File: src/rtl/mips_mem_pkg.sv
// Shared definitions for the MEM-stage load/store path: instruction
// encodings, LSU state encoding, byte-enable constants and small helpers
// also used by the decoder.
package mips_mem_pkg;

    typedef enum logic [2:0] {
        OP_LW  = 3'd0,
        OP_LH  = 3'd1,
        OP_LHU = 3'd2,
        OP_LB  = 3'd3,
        OP_LBU = 3'd4,
        OP_SW  = 3'd5,
        OP_SH  = 3'd6,
        OP_SB  = 3'd7
    } op_e;

    typedef enum logic {
        ST_IDLE = 1'b0,
        ST_BUSY = 1'b1
    } lsu_state_e;

    localparam logic [3:0] BE_WORD    = 4'b1111;
    localparam logic [3:0] BE_HALF_LO = 4'b0011;
    localparam logic [3:0] BE_HALF_HI = 4'b1100;
    localparam logic [3:0] BE_BYTE0   = 4'b0001;

    function automatic logic is_load(input op_e op);
        return (op == OP_LW) || (op == OP_LH) || (op == OP_LHU) ||
               (op == OP_LB) || (op == OP_LBU);
    endfunction

    // Words need addr[1:0]=00, halves need addr[0]=0, bytes always fit.
    function automatic logic is_aligned(input op_e op, input logic [1:0] addr_lo);
        logic ok;
        case (op)
            OP_LW, OP_SW:         ok = (addr_lo == 2'b00);
            OP_LH, OP_LHU, OP_SH: ok = (addr_lo[0] == 1'b0);
            default:              ok = 1'b1;
        endcase
        return ok;
    endfunction

endpackage

File: src/rtl/lsu_load_extract.sv
// Selects the addressed byte/half/word from a little-endian read word and
// sign- or zero-extends it to 32 bits.
module lsu_load_extract
    import mips_mem_pkg::*;
(
    input  op_e         op_i,
    input  logic [1:0]  addr_lo_i,
    input  logic [31:0] rdata_i,
    output logic [31:0] result_o
);

    logic [7:0]  byte_sel;
    logic [15:0] half_sel;

    // Lane selection followed by extension according to the load type.
    always_comb begin
        byte_sel = rdata_i[8*addr_lo_i +: 8];
        half_sel = addr_lo_i[1] ? rdata_i[31:16] : rdata_i[15:0];
        result_o = '0;
        case (op_i)
            OP_LW:   result_o = rdata_i;
            OP_LH:   result_o = {{16{half_sel[15]}}, half_sel};
            OP_LHU:  result_o = {16'h0000, half_sel};
            OP_LB:   result_o = {{24{byte_sel[7]}}, byte_sel};
            OP_LBU:  result_o = {24'h000000, byte_sel};
            default: result_o = '0;
        endcase
    end

endmodule

File: src/rtl/lsu_store_align.sv
// Produces byte enables and lane-replicated write data for a store;
// loads get all four enables and no write data.
module lsu_store_align
    import mips_mem_pkg::*;
(
    input  op_e         op_i,
    input  logic [1:0]  addr_lo_i,
    input  logic [31:0] wdata_i,
    output logic [3:0]  be_o,
    output logic [31:0] wdata_o
);

    // Enable pattern and replication per store width.
    always_comb begin
        be_o    = BE_WORD;
        wdata_o = '0;
        case (op_i)
            OP_SW: wdata_o = wdata_i;
            OP_SH: begin
                be_o    = addr_lo_i[1] ? BE_HALF_HI : BE_HALF_LO;
                wdata_o = {2{wdata_i[15:0]}};
            end
            OP_SB: begin
                be_o    = BE_BYTE0 << addr_lo_i;
                wdata_o = {4{wdata_i[7:0]}};
            end
            default: ;
        endcase
    end

endmodule

File: src/rtl/load_store_unit.sv
// MEM-stage load/store unit: alignment check, request/acknowledge bus
// master with acknowledge timeout, and registered load result.
module load_store_unit
    import mips_mem_pkg::*;
#(
    parameter int unsigned ACK_TIMEOUT = 255
) (
    input  logic        clk,
    input  logic        reset,
    input  logic        op_valid,
    input  logic [2:0]  op_type,
    input  logic [31:0] addr,
    input  logic [31:0] wdata,
    input  logic [31:0] pc,
    output logic        stall,
    output logic [31:0] rdata,
    output logic        rdata_valid,
    output logic        exc_adel,
    output logic        exc_ades,
    output logic        exc_bus,
    output logic [31:0] exc_pc,
    output logic        mem_req,
    output logic        mem_we,
    output logic [31:0] mem_addr,
    output logic [3:0]  mem_be,
    output logic [31:0] mem_wdata,
    input  logic        mem_ack,
    input  logic [31:0] mem_rdata
);

    localparam int unsigned CNT_W = (ACK_TIMEOUT < 1) ? 1 : $clog2(ACK_TIMEOUT + 1);
    localparam logic [CNT_W-1:0] CNT_LIMIT = CNT_W'(ACK_TIMEOUT);

    lsu_state_e       state_q;
    op_e              op_q;
    logic [1:0]       addr_lo_q;
    logic [31:0]      pc_q;
    logic [CNT_W-1:0] cnt_q;
    logic             mem_req_q;
    logic             mem_we_q;
    logic [31:0]      mem_addr_q;
    logic [3:0]       mem_be_q;
    logic [31:0]      mem_wdata_q;
    logic [31:0]      rdata_q;
    logic             rdata_valid_q;
    logic             exc_adel_q;
    logic             exc_ades_q;
    logic             exc_bus_q;
    logic [31:0]      exc_pc_q;

    op_e         op_in;
    logic        aligned;
    logic        issue;
    logic        timeout;
    logic [3:0]  st_be;
    logic [31:0] st_wdata;
    logic [31:0] ld_result;

    assign op_in   = op_e'(op_type);
    assign aligned = is_aligned(op_in, addr[1:0]);
    assign issue   = (state_q == ST_IDLE) && op_valid && aligned;
    assign timeout = (state_q == ST_BUSY) && !mem_ack && (cnt_q == CNT_LIMIT);

    lsu_store_align u_store_align (
        .op_i      (op_in),
        .addr_lo_i (addr[1:0]),
        .wdata_i   (wdata),
        .be_o      (st_be),
        .wdata_o   (st_wdata)
    );

    lsu_load_extract u_load_extract (
        .op_i      (op_q),
        .addr_lo_i (addr_lo_q),
        .rdata_i   (mem_rdata),
        .result_o  (ld_result)
    );

    // Pipeline freeze: issue cycle, then every BUSY cycle until ack or timeout.
    always_comb begin
        stall = 1'b0;
        if (!reset) begin
            if (issue)
                stall = 1'b1;
            else if ((state_q == ST_BUSY) && !mem_ack && !timeout)
                stall = 1'b1;
        end
    end

    // Control FSM with registered bus, result and exception outputs.
    always_ff @(posedge clk) begin
        if (reset) begin
            state_q       <= ST_IDLE;
            op_q          <= OP_LW;
            addr_lo_q     <= '0;
            pc_q          <= '0;
            cnt_q         <= '0;
            mem_req_q     <= 1'b0;
            mem_we_q      <= 1'b0;
            mem_addr_q    <= '0;
            mem_be_q      <= '0;
            mem_wdata_q   <= '0;
            rdata_q       <= '0;
            rdata_valid_q <= 1'b0;
            exc_adel_q    <= 1'b0;
            exc_ades_q    <= 1'b0;
            exc_bus_q     <= 1'b0;
            exc_pc_q      <= '0;
        end else begin
            rdata_valid_q <= 1'b0;
            exc_adel_q    <= 1'b0;
            exc_ades_q    <= 1'b0;
            exc_bus_q     <= 1'b0;
            case (state_q)
                ST_IDLE: begin
                    if (op_valid) begin
                        if (aligned) begin
                            state_q     <= ST_BUSY;
                            op_q        <= op_in;
                            addr_lo_q   <= addr[1:0];
                            pc_q        <= pc;
                            cnt_q       <= '0;
                            mem_req_q   <= 1'b1;
                            mem_we_q    <= !is_load(op_in);
                            mem_addr_q  <= {addr[31:2], 2'b00};
                            mem_be_q    <= st_be;
                            mem_wdata_q <= st_wdata;
                        end else begin
                            exc_adel_q <= is_load(op_in);
                            exc_ades_q <= !is_load(op_in);
                            exc_pc_q   <= pc;
                        end
                    end
                end
                ST_BUSY: begin
                    if (mem_ack || timeout) begin
                        state_q     <= ST_IDLE;
                        mem_req_q   <= 1'b0;
                        mem_we_q    <= 1'b0;
                        mem_addr_q  <= '0;
                        mem_be_q    <= '0;
                        mem_wdata_q <= '0;
                        if (mem_ack) begin
                            if (is_load(op_q)) begin
                                rdata_q       <= ld_result;
                                rdata_valid_q <= 1'b1;
                            end
                        end else begin
                            exc_bus_q <= 1'b1;
                            exc_pc_q  <= pc_q;
                        end
                    end else begin
                        cnt_q <= cnt_q + CNT_W'(1);
                    end
                end
                default: state_q <= ST_IDLE;
            endcase
        end
    end

    assign rdata       = rdata_q;
    assign rdata_valid = rdata_valid_q;
    assign exc_adel    = exc_adel_q;
    assign exc_ades    = exc_ades_q;
    assign exc_bus     = exc_bus_q;
    assign exc_pc      = exc_pc_q;
    assign mem_req     = mem_req_q;
    assign mem_we      = mem_we_q;
    assign mem_addr    = mem_addr_q;
    assign mem_be      = mem_be_q;
    assign mem_wdata   = mem_wdata_q;

endmodule

File: config.mk
export PLATFORM = sky130hd
export DESIGN_NAME = load_store_unit
export DESIGN_NICKNAME = d
export VERILOG_FILES = /design/src/rtl/mips_mem_pkg.sv /design/src/rtl/lsu_load_extract.sv /design/src/rtl/lsu_store_align.sv /design/src/rtl/load_store_unit.sv
export SDC_FILE = /design/constraint.sdc
export NUM_CORES = 1
export LEC_CHECK = 0
export CORE_UTILIZATION = 45
export CTS_BUF_LIST = sky130_fd_sc_hd__clkbuf_16
export DETAILED_ROUTE_END_ITERATION = 12
export PLACE_DENSITY = 0.82
export RECOVER_POWER = 50
export SLEW_MARGIN = 25
export SYNTH_ARGS = -nofsm -noshare
export SYNTH_HDL_FRONTEND = slang
export SYNTH_SLANG_ARGS = --single-unit
File: constraint.sdc
create_clock -name clk -period 2.3 [get_ports clk]
set_input_delay 0.23 -clock clk [delete_from_list [all_inputs] [get_ports clk]]
set_output_delay 0.23 -clock clk [all_outputs]
set_load 0.02 [all_outputs]
Yosys cells after proc, flatten, opt, wreduce, memory -nomap -nowiden
Index checks and enable logic that the tools add are counted.
Widths: inputs -> output; s select.
{"block": "word_totals", "reg_bits": 184, "latchBits": 0, "ram_bits": 0, "romBits": 0, "in_bits": 135, "memories": 0}
{"block": "op_classes", "n_addsub": 1, "mul": 0, "div_mod_pow": 0, "order_cmp": 0, "eq_ne": 18, "shifts": 2, "muxes": 42, "bitwise": 5, "reduce_logical": 30}
{"operator": "$mux 32", "n": 9}
{"operator": "$pmux 32 s2", "n": 3}
{"operator": "$pmux 32 s5", "n": 1}
{"operator": "$pmux 32 s3", "n": 1}
{"operator": "$shiftx 32x6->8", "n": 1}
{"operator": "$mux 8", "n": 3}
{"operator": "$mux 16", "n": 1}
{"operator": "$mux 4", "n": 4}
{"operator": "$pmux 4 s2", "n": 2}
{"operator": "$pmux 8 s2", "n": 1}
{"operator": "$eq 3x3->1 const B", "n": 5}
{"operator": "$mux 1", "n": 13}
{"operator": "$eq 3x2->1 const B", "n": 4}
{"operator": "$ne 2x2->1 const B", "n": 5}
{"operator": "$logic_or 1x1->1", "n": 9}
{"operator": "$reduce_and 3->1", "n": 3}
{"operator": "$add 8x1->8 const B", "n": 1}
{"operator": "$eq 8x8->1 const B", "n": 1}
{"operator": "$pmux 1 s2", "n": 4}
{"operator": "$reduce_and 4->1", "n": 2}
{"operator": "$reduce_or 4->1", "n": 2}
{"operator": "$eq 3x1->1 const B", "n": 2}
{"operator": "$logic_not 3->1", "n": 2}
{"operator": "$reduce_or 3->1", "n": 2}
{"operator": "7 further kinds", "n": 17}

Depth between registers and ports, before layout
Gate-level depths: netlist of the first run.
{"block": "logic_depth", "depth_word": 9, "mapped_depth": 8}

Hierarchy
From an unflattened synthesis of the first run, not the netlist that was laid out.
{"block": "unflattened", "cells_unflattened": 1022, "hier_area_um2": 8298.0}
{"mod": "load_store_unit", "n_inst": 1, "cells_each": 822, "area_per_inst_um2": 6897.9, "seq_area_each_um2": 3643.5}
{"mod": "lsu_load_extract", "n_inst": 1, "cells_each": 107, "area_per_inst_um2": 788.3, "seq_area_each_um2": 0.0}
{"mod": "lsu_store_align", "n_inst": 1, "cells_each": 93, "area_per_inst_um2": 611.8, "seq_area_each_um2": 0.0}

Worst setup path after synthesis of the first run
OpenSTA, ideal clock, no wires.
{"block": "synth_path", "path_kind": "flip-flop to flip-flop", "startpoint": "register cnt_q[0]", "endpoint": "register exc_pc_q[10] (netlist: exc_pc[10])", "setup_time_ns": 0.095, "arrival_time_ns": 1.625, "required_ns": 2.205, "setup_slack_ns": 0.580, "stages_incl_launch_ff": 8, "synth_period_minus_slack_ns": 1.720, "path_cell_list": "dfxtp_1 ha_1 nand3_2 or2_2 nor2_4 buf_2 nor2_1 a221oi_1"}
{"block": "synth_between", "elab_chain_len": 5}
{"item": "from (decl)", "line_no": "load_store_unit.sv:38", "source": "logic [CNT_W-1:0] cnt_q;"}
{"item": "from (signal assigned)", "line_no": "load_store_unit.sv:153", "source": "cnt_q <= cnt_q + CNT_W'(1);"}
{"item": "$eq 8x8->1", "line_no": "load_store_unit.sv:62", "source": "assign timeout = (state_q == ST_BUSY) && !mem_ack && (cnt_q == CNT_LIMIT);"}
{"item": "$logic_and 1x1->1", "line_no": "load_store_unit.sv:62"}
{"item": "$logic_or 1x1->1", "line_no": "load_store_unit.sv:136", "source": "if (mem_ack || timeout) begin"}
{"item": "$ne 2x1->1 (no source line)"}
{"item": "$reduce_and 4->1 (no source line)"}
{"item": "to (signal assigned)", "line_no": "load_store_unit.sv:131", "source": "exc_pc_q <= pc;"}
{"item": "to (signal assigned)", "line_no": "load_store_unit.sv:150", "source": "exc_pc_q <= pc_q;"}
{"item": "to (decl)", "line_no": "load_store_unit.sv:49", "source": "logic [31:0] exc_pc_q;"}
Every way passes these cells.
A chain may end at the register's enable or synchronous reset.

Final worst setup path of the first run
{"block": "layout_path", "startpoint": "input port op_type[0]", "endpoint": "register pc_q[15]"}
{"block": "layout_between", "elab_chain_len": 4}
{"item": "from (decl)", "line_no": "load_store_unit.sv:11", "source": "input logic [2:0] op_type,"}
{"item": "$eq 3x1->1, or another cell as far along", "line_no": "mips_mem_pkg.sv:35", "source": "case (op)"}
{"item": "$reduce_or 3->1 or $reduce_or 2->1 (tied branches)", "line_no": "mips_mem_pkg.sv:35"}
{"item": "$pmux 1 s2 *", "line_no": "mips_mem_pkg.sv:35"}
{"item": "$reduce_and 3->1 (no source line) *"}
{"item": "to (signal assigned)", "line_no": "load_store_unit.sv:121", "source": "pc_q <= pc;"}
{"item": "to (decl)", "line_no": "load_store_unit.sv:37", "source": "logic [31:0] pc_q;"}
Every way passes the cells marked *; elsewhere a longest branch is shown, timed or not.

==> results of run 1 <==
-- through the flow --
| step | util [%] | hold slack, ns | worst slack (ns) | cell area [um2] |
|---|---|---|---|---|
| final | 69.5 | 0.212 | 0.187 | 11200 |
| after global routing | 69.5 | 0.208 | 0.0569 | 11200 |
| after CTS | 69.6 | 0.190 | 0.213 | 11200 |
| after detailed placement | 65.8 | 0.438 | 0.0216 | 10600 |
| after global placement | 65.8 | 0.435 | 0.0641 | 10600 |
| after floorplan | - | 0.355 | 0.580 | 7550 |
-- layout make-up --
| class | instances | share of cell area, % |
|---|---|---|
| clock buffer | 17 | 3.80 |
| clock inverter | 15 | 1.76 |
| inverter | 6 | 0.201 |
| multi-input combinational | 562 | 31.8 |
| sequential | 182 | 32.5 |
| tap | 216 | 2.41 |
| timing repair buffer | 314 | 27.4 |
-- repair_timing --
item,in CTS,in global routing
gates resized for setup,1,0
endpoints found under the setup margin,1,0
hold buffers,0,0
-- path summary, 6_finish.rpt --
path	to	from	cells past startpoint
max	pc_q[15]	op_type[0]	9
min reg2reg	mem_be[1]	mem_be[1]	1
min	pc_q[5]	reset	2
max reg2reg	exc_pc[13]	cnt_q[0]	7
-- where the power goes --
part / leakage [uW] / internal (uW) / switching (uW) / total, uW
Sequential: 0.00148 / 3330 / 101 / 3430
Combinational: 0.00273 / 699 / 768 / 1470
Clock: 0.000305 / 1740 / 1320 / 3060
-- metal layers --
layer	vias up	share of wire, %	GRT usage [%]	routed length, um
met5	-	0	0	0
met4	0	0.99	6.72	222
met3	13	7.5	7.75	1690
met2	264	49	42.7	10900
met1	3448	43	32.7	9610
li1	3513	-	-	-
-- flip-flops by register name, summed over array words and instances, names as in the netlist --
register / cells
rdata_valid: 1
mem_req: 1
cnt_q: 8
state_q: 1
exc_bus: 1
exc_pc: 32
op_q: 3
mem_we: 1
addr_lo_q: 2
rdata: 32
mem_addr: 30
pc_q: 32
mem_wdata: 32
exc_adel: 1
exc_ades: 1
mem_be: 4
-- worst max-delay path: cells and delay by family --
family                 cells  cell delay, ns
AO/OA/AOI/OAI              3            0.72
AND/OR/NAND/NOR            2            0.31
buffers and inverters      4            1.18
-- kinds of logic after synthesis --
logic type,count (synthesis),share of synthesized area [%]
AO/OA/AOI/OAI,263,25.8
XOR/XNOR,1,0.216
adder cells (fa/ha/maj),1,0.166
buffers and inverters,77,4.71
flip-flops,182,48.3
multiplexers,57,7.79
other,1,0.0497
AND/OR/NAND/NOR,238,13.1
-- synth_stat cells, drive strengths merged, types with 3 or more instances --
library cell	instances	area, um2
nand2b	4	25.0
a211oi	31	233
inv	4	15.0
a311oi	3	26.3
o2bb2ai	25	219
o21ai	9	52.6
a22oi	9	67.6
nand2	115	432
dfxtp	182	3640
clkbuf	35	131
nand3	9	50.1
nor2	88	338
a221oi	39	342
a22o	46	403
mux2	14	158
mux2i	43	430
a21boi	3	22.5
nor3	8	40.0
buf	36	201
a31oi	8	62.6
a21oi	72	368
a21o	7	52.6
==> results.py, run 1 <==
metrics = {
    "cts": {
        "path_clk_slew_ns": 0.07,
        "cts_sinks": 182,
        "clock_latency_ns": 0.43,
        "cts_tree": "done",
        "cts_setup_buffers": 0,
        "cts.path.max_buffers": 2,
        "htree_levels": 4,
        "cts-root-buf": "clkbuf_16",
        "cts_made_buffers": 17,
    },
    "route": {
        "viasPerCell": 5.52,
        "drc": 0,
        "dr.pass1.iters": 5,
        "routedWlPerCell_um": 17.1,
        "drt-initial-drc-count": 435,
        "num_vias": 7238,
        "drt_wl_total_um": 22500,
        "postRouteAntennaNets": 0,
    },
    "cells_and_area": {
        "syn2layout_area_growth_pct": 48.4,
        "multiInputGateArea_um2": 3570,
        "mostFrequentLayoutCells": "dfxtp_1, dlygate4sd3_1, clkdlybuf4s50_1",
        "seq_area_um2": 3640,
        "diodes": 0,
        "final_common_cell": "dfxtp_1",
        "drive_above_1_share_pct": 9.31,
        "layout.nets": 1219,
        "fill_cells": 1243,
        "fin_cells": 1312,
    },
    "grt": {
        "grt.overflow.total": 0,
        "antenna_found_initial": 0,
        "first_global_vias": 6926,
        "grtUsageTotal_pct": 25.9,
        "grt_pass1_wl_um": 36000,
        "grt_max_degree": 87,
    },
    "synth": {
        "ys_seq_elements": 182,
        "syn-cell-area_um2": 7550,
        "synth_warnings": 0,
        "synth_edf_count": 0,
        "async_flop_share_pct": 0,
        "yosysSeqAreaShare_pct": 48.3,
        "synthDistinctLibCells": 55,
        "ys.flop_type": "dfxtp_1",
        "avgSynthCellArea_um2": 9.21,
        "syn_inst": 820,
    },
    "power_and_ir_drop": {
        "p_per_area_nw_per_um2": 710,
        "p_total_uw": 7960,
        "peakVddDrop_mv": 0.556,
        "leakage_uw": 0.00452,
    },
    "critical_path": {
        "critPathCaptureType": "flop",
        "worst_path_largest_cell_delay_ns": 0.62,
        "arrival_ns": 2.45,
        "cp_max_fo": 32,
        "worst_setup_path_start_kind": "input port",
        "regToRegSetupSlack_ns": 0.32,
        "cp_cell_sequence": "dlygate4sd3_1, nor3b_2, buf_4, a21oi_2, clkbuf_1, a21boi_1, buf_12, nand2_1, a21oi_1",
        "crit_type": "in -> reg",
        "slowest_stage": "dlygate4sd3_1",
        "required_ns": 2.64,
    },
    "sta": {
        "fmax_ghz": 0.473,
        "period_needed_ns": 2.11,
        "relSlewSlack_pct": 42.8,
        "clock_skew_ns": 0.0196,
        "rsz0062_at_grt": "no",
        "tightest_slew_ns": 0.858,
        "finalCritPeriodShare_pct": 91.9,
        "finalMaxSlewViolations": 0,
        "hold_viol_final": 0,
        "setup_tns_ns": 0,
        "finalSetupViolCount": 0,
    },
    "place": {
        "io_buffers": 271,
        "place_inst": 1280,
        "dp_hpwl_um": 15700,
        "gp_congestion": 0.852,
    },
    "die": {
        "coreArea_um2": 16100,
        "num_rows": 46,
        "pin_count": 274,
        "fp.dieH_um": 132,
        "start_util_pct": 46.8,
        "die_w_um": 132,
        "die_area_um2": 17300,
    },
    "hold_path": {
        "hold_class": "in -> reg",
    },
    "outcome": {
        "status": "finished, final reports clean",
    },
    "job": {
        "cap_violations": 0,
    },
}
(Power assumes the default switching activity.)
==> run 2, diff against run 1 <==
--- a/config.mk
+++ b/config.mk
@@ -8,6 +8,7 @@
 export CORE_UTILIZATION = 45
 export CTS_BUF_LIST = sky130_fd_sc_hd__clkbuf_16
 export DETAILED_ROUTE_END_ITERATION = 12
+export GPL_TIMING_DRIVEN = 0
 export PLACE_DENSITY = 0.82
 export RECOVER_POWER = 50
 export SLEW_MARGIN = 25
==> run 2 against run 1 <==
Power shrank 0.89%; clock-buffer cell count is the same; combinational power is essentially flat; largest cell class unchanged; sequential power is essentially flat; clock power shrank 2%; critical path depth shrank 2; global-route usage grew 0.67 points; critical endpoint is now stall; highest routed layer unchanged; largest power group unchanged; clock skew shrank 0.0095 ns.
==> results.py, run 2 (same netlist as run 1, synthesis figures left out) <==
metrics = {
    "sta": {
        "clock_skew_ns": 0.0102,
        "finalSetupViolCount": 0,
        "finalCritPeriodShare_pct": 95.8,
        "period_needed_ns": 2.20,
        "hold_viol_final": 0,
        "relSlewSlack_pct": 49.5,
        "rsz0062_at_grt": "no",
        "fmax_ghz": 0.454,
        "tightest_slew_ns": 0.757,
        "layout_setup_ws_ns": 0.0967,
        "finalMaxSlewViolations": 0,
    },
    "place": {
        "place_area_um2": 10500,
        "dp_hpwl_um": 17300,
        "io_buffers": 268,
        "dp_slack_ns": -0.399,
        "gp_congestion": 0.890,
        "place_inst": 1305,
    },
    "grt": {
        "grt.overflow.total": 0,
        "grt_pass1_wl_um": 37000,
        "grt_max_degree": 17,
        "first_global_vias": 7290,
        "antenna_found_initial": 1,
        "grtUsageTotal_pct": 26.6,
    },
    "cts": {
        "cts_made_buffers": 17,
        "cts-root-buf": "clkbuf_16",
        "cts.path.max_buffers": 2,
        "path_clk_slew_ns": 0.07,
        "ctsHoldBuffers": 0,
        "cts_sinks": 182,
        "clock_latency_ns": 0.43,
        "htree_levels": 4,
        "cts_tree": "done",
    },
    "route": {
        "postRouteAntennaNets": 0,
        "dr.pass1.iters": 5,
        "drc": 0,
        "routedWlPerCell_um": 17.5,
        "drt-initial-drc-count": 367,
        "drt_wl_total_um": 23500,
        "num_vias": 7393,
        "viasPerCell": 5.50,
    },
    "hold_path": {
        "hp-start": "addr[1]",
        "hold_class": "in -> reg",
    },
    "critical_path": {
        "slowest_stage": "dlygate4sd3_1",
        "crit_path_frequent_cell": "clkbuf_2",
        "arrival_ns": 1.97,
        "required_ns": 2.07,
        "worst_path_largest_cell_delay_ns": 0.59,
        "rr_startpoint": "state_q",
        "cp_cell_sequence": "dlygate4sd3_1, clkbuf_2, a21o_1, o21ai_4, buf_4, a21oi_1, clkbuf_2",
        "crit_type": "in -> out",
        "cp_max_fo": 10,
        "critPathCaptureType": "primary output",
        "worst_setup_path_start_kind": "input port",
        "startpoint": "op_type[1]",
    },
    "die": {
        "coreArea_um2": 16100,
        "die_w_um": 132,
        "pin_count": 274,
        "num_rows": 46,
        "fp.dieH_um": 132,
        "start_util_pct": 46.8,
        "die_area_um2": 17300,
    },
    "power_and_ir_drop": {
        "leakage_uw": 0.00451,
        "peakVddDrop_mv": 0.532,
        "p_per_area_nw_per_um2": 705,
        "p_total_uw": 7890,
    },
    "job": {
        "cap_violations": 0,
    },
    "cells_and_area": {
        "fill_cells": 1295,
        "mostFrequentLayoutCells": "dfxtp_1, dlygate4sd3_1, clkdlybuf4s50_1",
        "multiInputGateArea_um2": 3600,
        "seq_area_um2": 3640,
        "final_common_cell": "dfxtp_1",
        "fin_cells": 1344,
        "fin_area_um2": 11200,
        "drive_above_1_share_pct": 8.87,
        "syn2layout_area_growth_pct": 48.2,
        "layout.nets": 1250,
    },
    "outcome": {
        "status": "finished, final reports clean",
    },
}
==> run 2: cell count changes in the layout (fill, tap and decap cells not counted), moves of 2 or more <==
cell             before  now
clkbuf_4              0    2
clkbuf_2              1    3
buf_6                 0    2
clkbuf_1              1   36
clkdlybuf4s50_1     132  129
buf_2                 0   25
clkinv_8              2    0
buf_4                38    8
clkinv_2              1    4
buf_12                4    0
==> run 2: stage by stage <==
| step | utilization [%] | hold WS, ns | setup TNS (ns) |
|---|---|---|---|
| after global placement | 65.2 | 0.437 | -3.21 |
| after floorplan | - | 0.355 | 0 |
| after detailed placement | 65.2 | 0.445 | -3.88 |
| after CTS | 69.1 | 0.202 | 0 |
| after global routing | 69.4 | 0.243 | 0 |
| final | 69.4 | 0.216 | 0 |
==> run 2: what timing repair did <==
item                                    CTS  global route
gates resized for setup                  10             5
hold endpoints to repair                  0             0
setup buffers                             0             5
pin swaps                                 0             2
endpoints found under the setup margin    1             1
cloned                                    0             1
==> run 2: final timing paths <==
path | endpoint | slack (ns) | cells past startpoint
worst max-delay path | stall | 0.1 | 7
worst min-delay path | addr_lo_q[1] | 0.22 | 3
worst max register to register | mem_wdata[15] | 0.16 | 7
worst min register to register | mem_be[2] | 0.45 | 1
==> run 2: final cells by class <==
class	count	area share (%)
sequential	182	32.6
multi-input combinational	563	32.2
timing repair buffer	273	24.2
clock buffer	17	3.80
buffer	71	3.02
tap	216	2.42
clock inverter	15	1.57
inverter	6	0.201
antenna	1	0.0224
==> run 2: per-layer routing <==
layer	track usage, %	vias up	part of all wire, %
li1	-	3595	-
met1	31.1	3474	41
met2	46.9	291	49
met3	6.79	33	7.3
met4	8.85	0	1.9
met5	0	-	0
==> run 2: worst max-delay path: cells and delay by family <==
kind / cells / cell delay [ns]
AO/OA/AOI/OAI: 3 / 0.53
buffers and inverters: 4 / 1.20
==> run 2: where the power goes <==
| group | internal, uW | total [uW] | leakage [uW] | switching, uW |
|---|---|---|---|---|
| combinational | 676 | 1480 | 0.00273 | 804 |
| sequential | 3330 | 3420 | 0.00148 | 90.0 |
| clock | 1720 | 2990 | 0.000293 | 1280 |
| total | 5720 | 7890 | 0.00451 | 2170 |
==> run 3, diff against run 2 <==
--- a/config.mk
+++ b/config.mk
@@ -5,13 +5,14 @@
 export SDC_FILE = /design/constraint.sdc
 export NUM_CORES = 1
 export LEC_CHECK = 0
-export CORE_UTILIZATION = 45
+export CORE_UTILIZATION = 46
 export CTS_BUF_LIST = sky130_fd_sc_hd__clkbuf_16
 export DETAILED_ROUTE_END_ITERATION = 12
 export GPL_TIMING_DRIVEN = 0
-export PLACE_DENSITY = 0.82
+export PLACE_DENSITY = 0.81
 export RECOVER_POWER = 50
 export SLEW_MARGIN = 25
 export SYNTH_ARGS = -nofsm -noshare
 export SYNTH_HDL_FRONTEND = slang
+export SYNTH_HIERARCHICAL = 1
 export SYNTH_SLANG_ARGS = --single-unit
==> run 3 against run 2 <==
Clock-buffer cell count is the same; wire length increased by 8.9%; non-clock buffer count increased by 7; cell count rose by 15%; flip-flop and latch count did not move; global-route usage grew 0.84 points; clock skew grew 0.0029 ns; worst setup slack lost 0.054 ns; combinational power is 3% higher; critical endpoint unchanged; highest routed layer unchanged.
==> results.py, run 3 <==
metrics = {
    "sta": {
        "timing.hold.ws_ns": 0.267,
        "relSlewSlack_pct": 48.2,
        "fmax_ghz": 0.443,
        "tightest_slew_ns": 0.777,
        "finalCritPeriodShare_pct": 98.1,
        "period_needed_ns": 2.26,
        "hold_viol_final": 0,
        "finalSetupViolCount": 0,
        "clock_skew_ns": 0.0131,
        "rsz0062_at_grt": "no",
        "finalMaxSlewViolations": 0,
    },
    "synth": {
        "syn_inst": 1022,
        "synthDistinctLibCells": 54,
        "ys.flop_type": "dfxtp_1",
        "syn-cell-area_um2": 8300,
        "avgSynthCellArea_um2": 8.12,
        "async_flop_share_pct": 0,
        "synth_warnings": 6,
        "yosys-top-cells-area": "dfxtp_1, nand2_1, mux2i_1",
        "synth_common_cells": "nand2_1, dfxtp_1, a21oi_1",
        "yosysSeqAreaShare_pct": 43.9,
        "synth_top_area_share_pct": 43.9,
        "yosysMostFrequentCell": "nand2_1",
        "synth_edf_count": 0,
        "ys_seq_elements": 182,
        "synth_largest_area_cell": "dfxtp_1",
    },
    "grt": {
        "grtUsageTotal_pct": 27.4,
        "antenna_found_initial": 2,
        "grt_max_degree": 20,
        "grt.overflow.total": 0,
        "first_global_vias": 7904,
        "grt_pass1_wl_um": 39800,
    },
    "place": {
        "io_buffers": 271,
        "gp_congestion": 0.914,
        "dp_hpwl_um": 18900,
    },
    "die": {
        "die_w_um": 136,
        "die_area_um2": 18600,
        "coreArea_um2": 17500,
        "fp.dieH_um": 136,
        "num_rows": 48,
        "start_util_pct": 47.5,
        "pin_count": 274,
    },
    "cells_and_area": {
        "multiInputGateArea_um2": 4240,
        "mostFrequentLayoutCells": "nand2_1, dfxtp_1, dlygate4sd3_1",
        "seq_area_um2": 3640,
        "final_common_cell": "nand2_1",
        "syn2layout_area_growth_pct": 43.7,
        "layout.nets": 1447,
        "drive_above_1_share_pct": 7.02,
        "fill_cells": 1467,
    },
    "outcome": {
        "status": "finished, final reports clean",
    },
    "critical_path": {
        "crit_type": "reg -> out",
        "rr_worst_depth": 7,
        "regToRegSetupSlack_ns": 0.17,
        "cp_max_fo": 11,
        "timing.critical_path.to": "stall",
        "critPathCaptureType": "primary output",
        "reg2reg_to": "exc_pc[12]",
        "startpoint": "cnt_q[3]",
        "rr_startpoint": "cnt_q[0]",
        "arrival_ns": 2.03,
        "required_ns": 2.07,
        "worst_setup_path_start_kind": "flop",
    },
    "hold_path": {
        "hold_class": "in -> reg",
    },
    "route": {
        "viasPerCell": 5.32,
        "dr.pass1.iters": 5,
        "routedWlPerCell_um": 16.5,
        "num_vias": 8248,
        "postRouteAntennaNets": 0,
        "drt-initial-drc-count": 413,
        "drt_wl_total_um": 25600,
        "drc": 0,
    },
    "cts": {
        "cts_tree": "done",
        "cts_made_buffers": 17,
        "cts.path.max_buffers": 2,
        "cts-root-buf": "clkbuf_16",
        "clock_latency_ns": 0.43,
        "path_clk_slew_ns": 0.07,
        "htree_levels": 4,
        "cts_sinks": 182,
    },
    "job": {
        "cap_violations": 0,
    },
    "power_and_ir_drop": {
        "p_total_uw": 7970,
        "leakage_uw": 0.00469,
        "peakVddDrop_mv": 0.566,
        "p_per_area_nw_per_um2": 669,
    },
}
## run 3: changes by cell type after synthesis, sizes merged, moves of 8 or more
| cell | before | now |
|---|---|---|
| a22oi | 9 | 1 |
| nand2b | 4 | 80 |
| nor2 | 88 | 40 |
| o21ai | 9 | 99 |
| mux2 | 14 | 1 |
| a221oi | 39 | 0 |
| a22o | 46 | 1 |
| and2 | 1 | 9 |
| nand2 | 115 | 253 |
| a21oi | 72 | 95 |
| o2bb2ai | 25 | 0 |
| clkbuf | 35 | 46 |
| mux2i | 43 | 57 |
## run 3: logic make-up after synthesis
logic type	share of synthesized area, %
AOI/OAI and AO/OA	20.1
xor gates and xnor gates	0.302
adders and majority gates	0.151
buffers and inverters	5.25
DFF	43.9
muxes	7.33
other	0.0452
and+or+nand+nor	22.9
## run 3: what timing repair did
item                       in CTS  in global routing
setup buffers                   0                  0
hold buffers                    0                  0
gates resized for setup         8                 10
cloned                          0                  0
setup endpoints to repair       1                 32
## run 3: power breakdown
part	total, uW	leakage, uW	internal, uW	switching [uW]
clock	3050	0.000302	1660	1390
combinational	1530	0.00290	682	844
sequential	3400	0.00148	3310	85.4
total	7970	0.00469	5650	2320
## run 3: final cells by class
class / count / share of cell area [%]
antenna: 2 / 0.0420
multi-input combinational: 753 / 35.5
clock inverter: 15 / 1.55
tap: 225 / 2.36
clock buffer: 17 / 3.57
buffer: 80 / 3.45
timing repair buffer: 271 / 22.8
sequential: 182 / 30.6
inverter: 6 / 0.189
## run 3: how the worst min path moves through the flow
stage | startpoint | end | slack, ns | cells after the start
detailed placement | rdata[31] | rdata[31] | 0.45 | 2
CTS | addr[26] | mem_addr[26] | 0.33 | 3
global route | op_type[1] | op_q[1] | 0.27 | 3
finish | op_type[1] | op_q[1] | 0.27 | 3
floorplan | addr[10] | mem_addr[10] | 0.34 | 2
global placement | pc_q[0] | pc_q[0] | 0.44 | 2
## run 3: critical path, cell delays in order (launching register included)
cell	delay [ns]
dfxtp_1	0.36
and3_1	0.18
buf_2	0.15
a41o_2	0.36
a21oi_1	0.24
clkdlybuf4s15_2	0.32
## run 3: routing by layer
metal,wire (um),track usage [%],up-vias
li1,-,-,4063
met1,10700,33.5,3809
met2,12300,45.9,337
met3,1960,7.23,39
met4,638,10.0,0
met5,0,0,-
## run 3: through the flow
step / area (um2) / instances / utilization [%] / setup slack, ns / setup TNS, ns
2_1_floorplan: 8300 / 1023 / - / 0.625 / 0
3_3_place_gp: 11300 / 1519 / 64.6 / -0.700 / -34.39
3_5_place_dp: 11300 / 1519 / 64.6 / -0.716 / -39.02
4_1_cts: 11900 / 1549 / 68.1 / 0.0279 / 0
5_1_grt: 11900 / 1551 / 68.2 / 0.00107 / 0
6_report: 11900 / 1551 / 68.2 / 0.0429 / 0
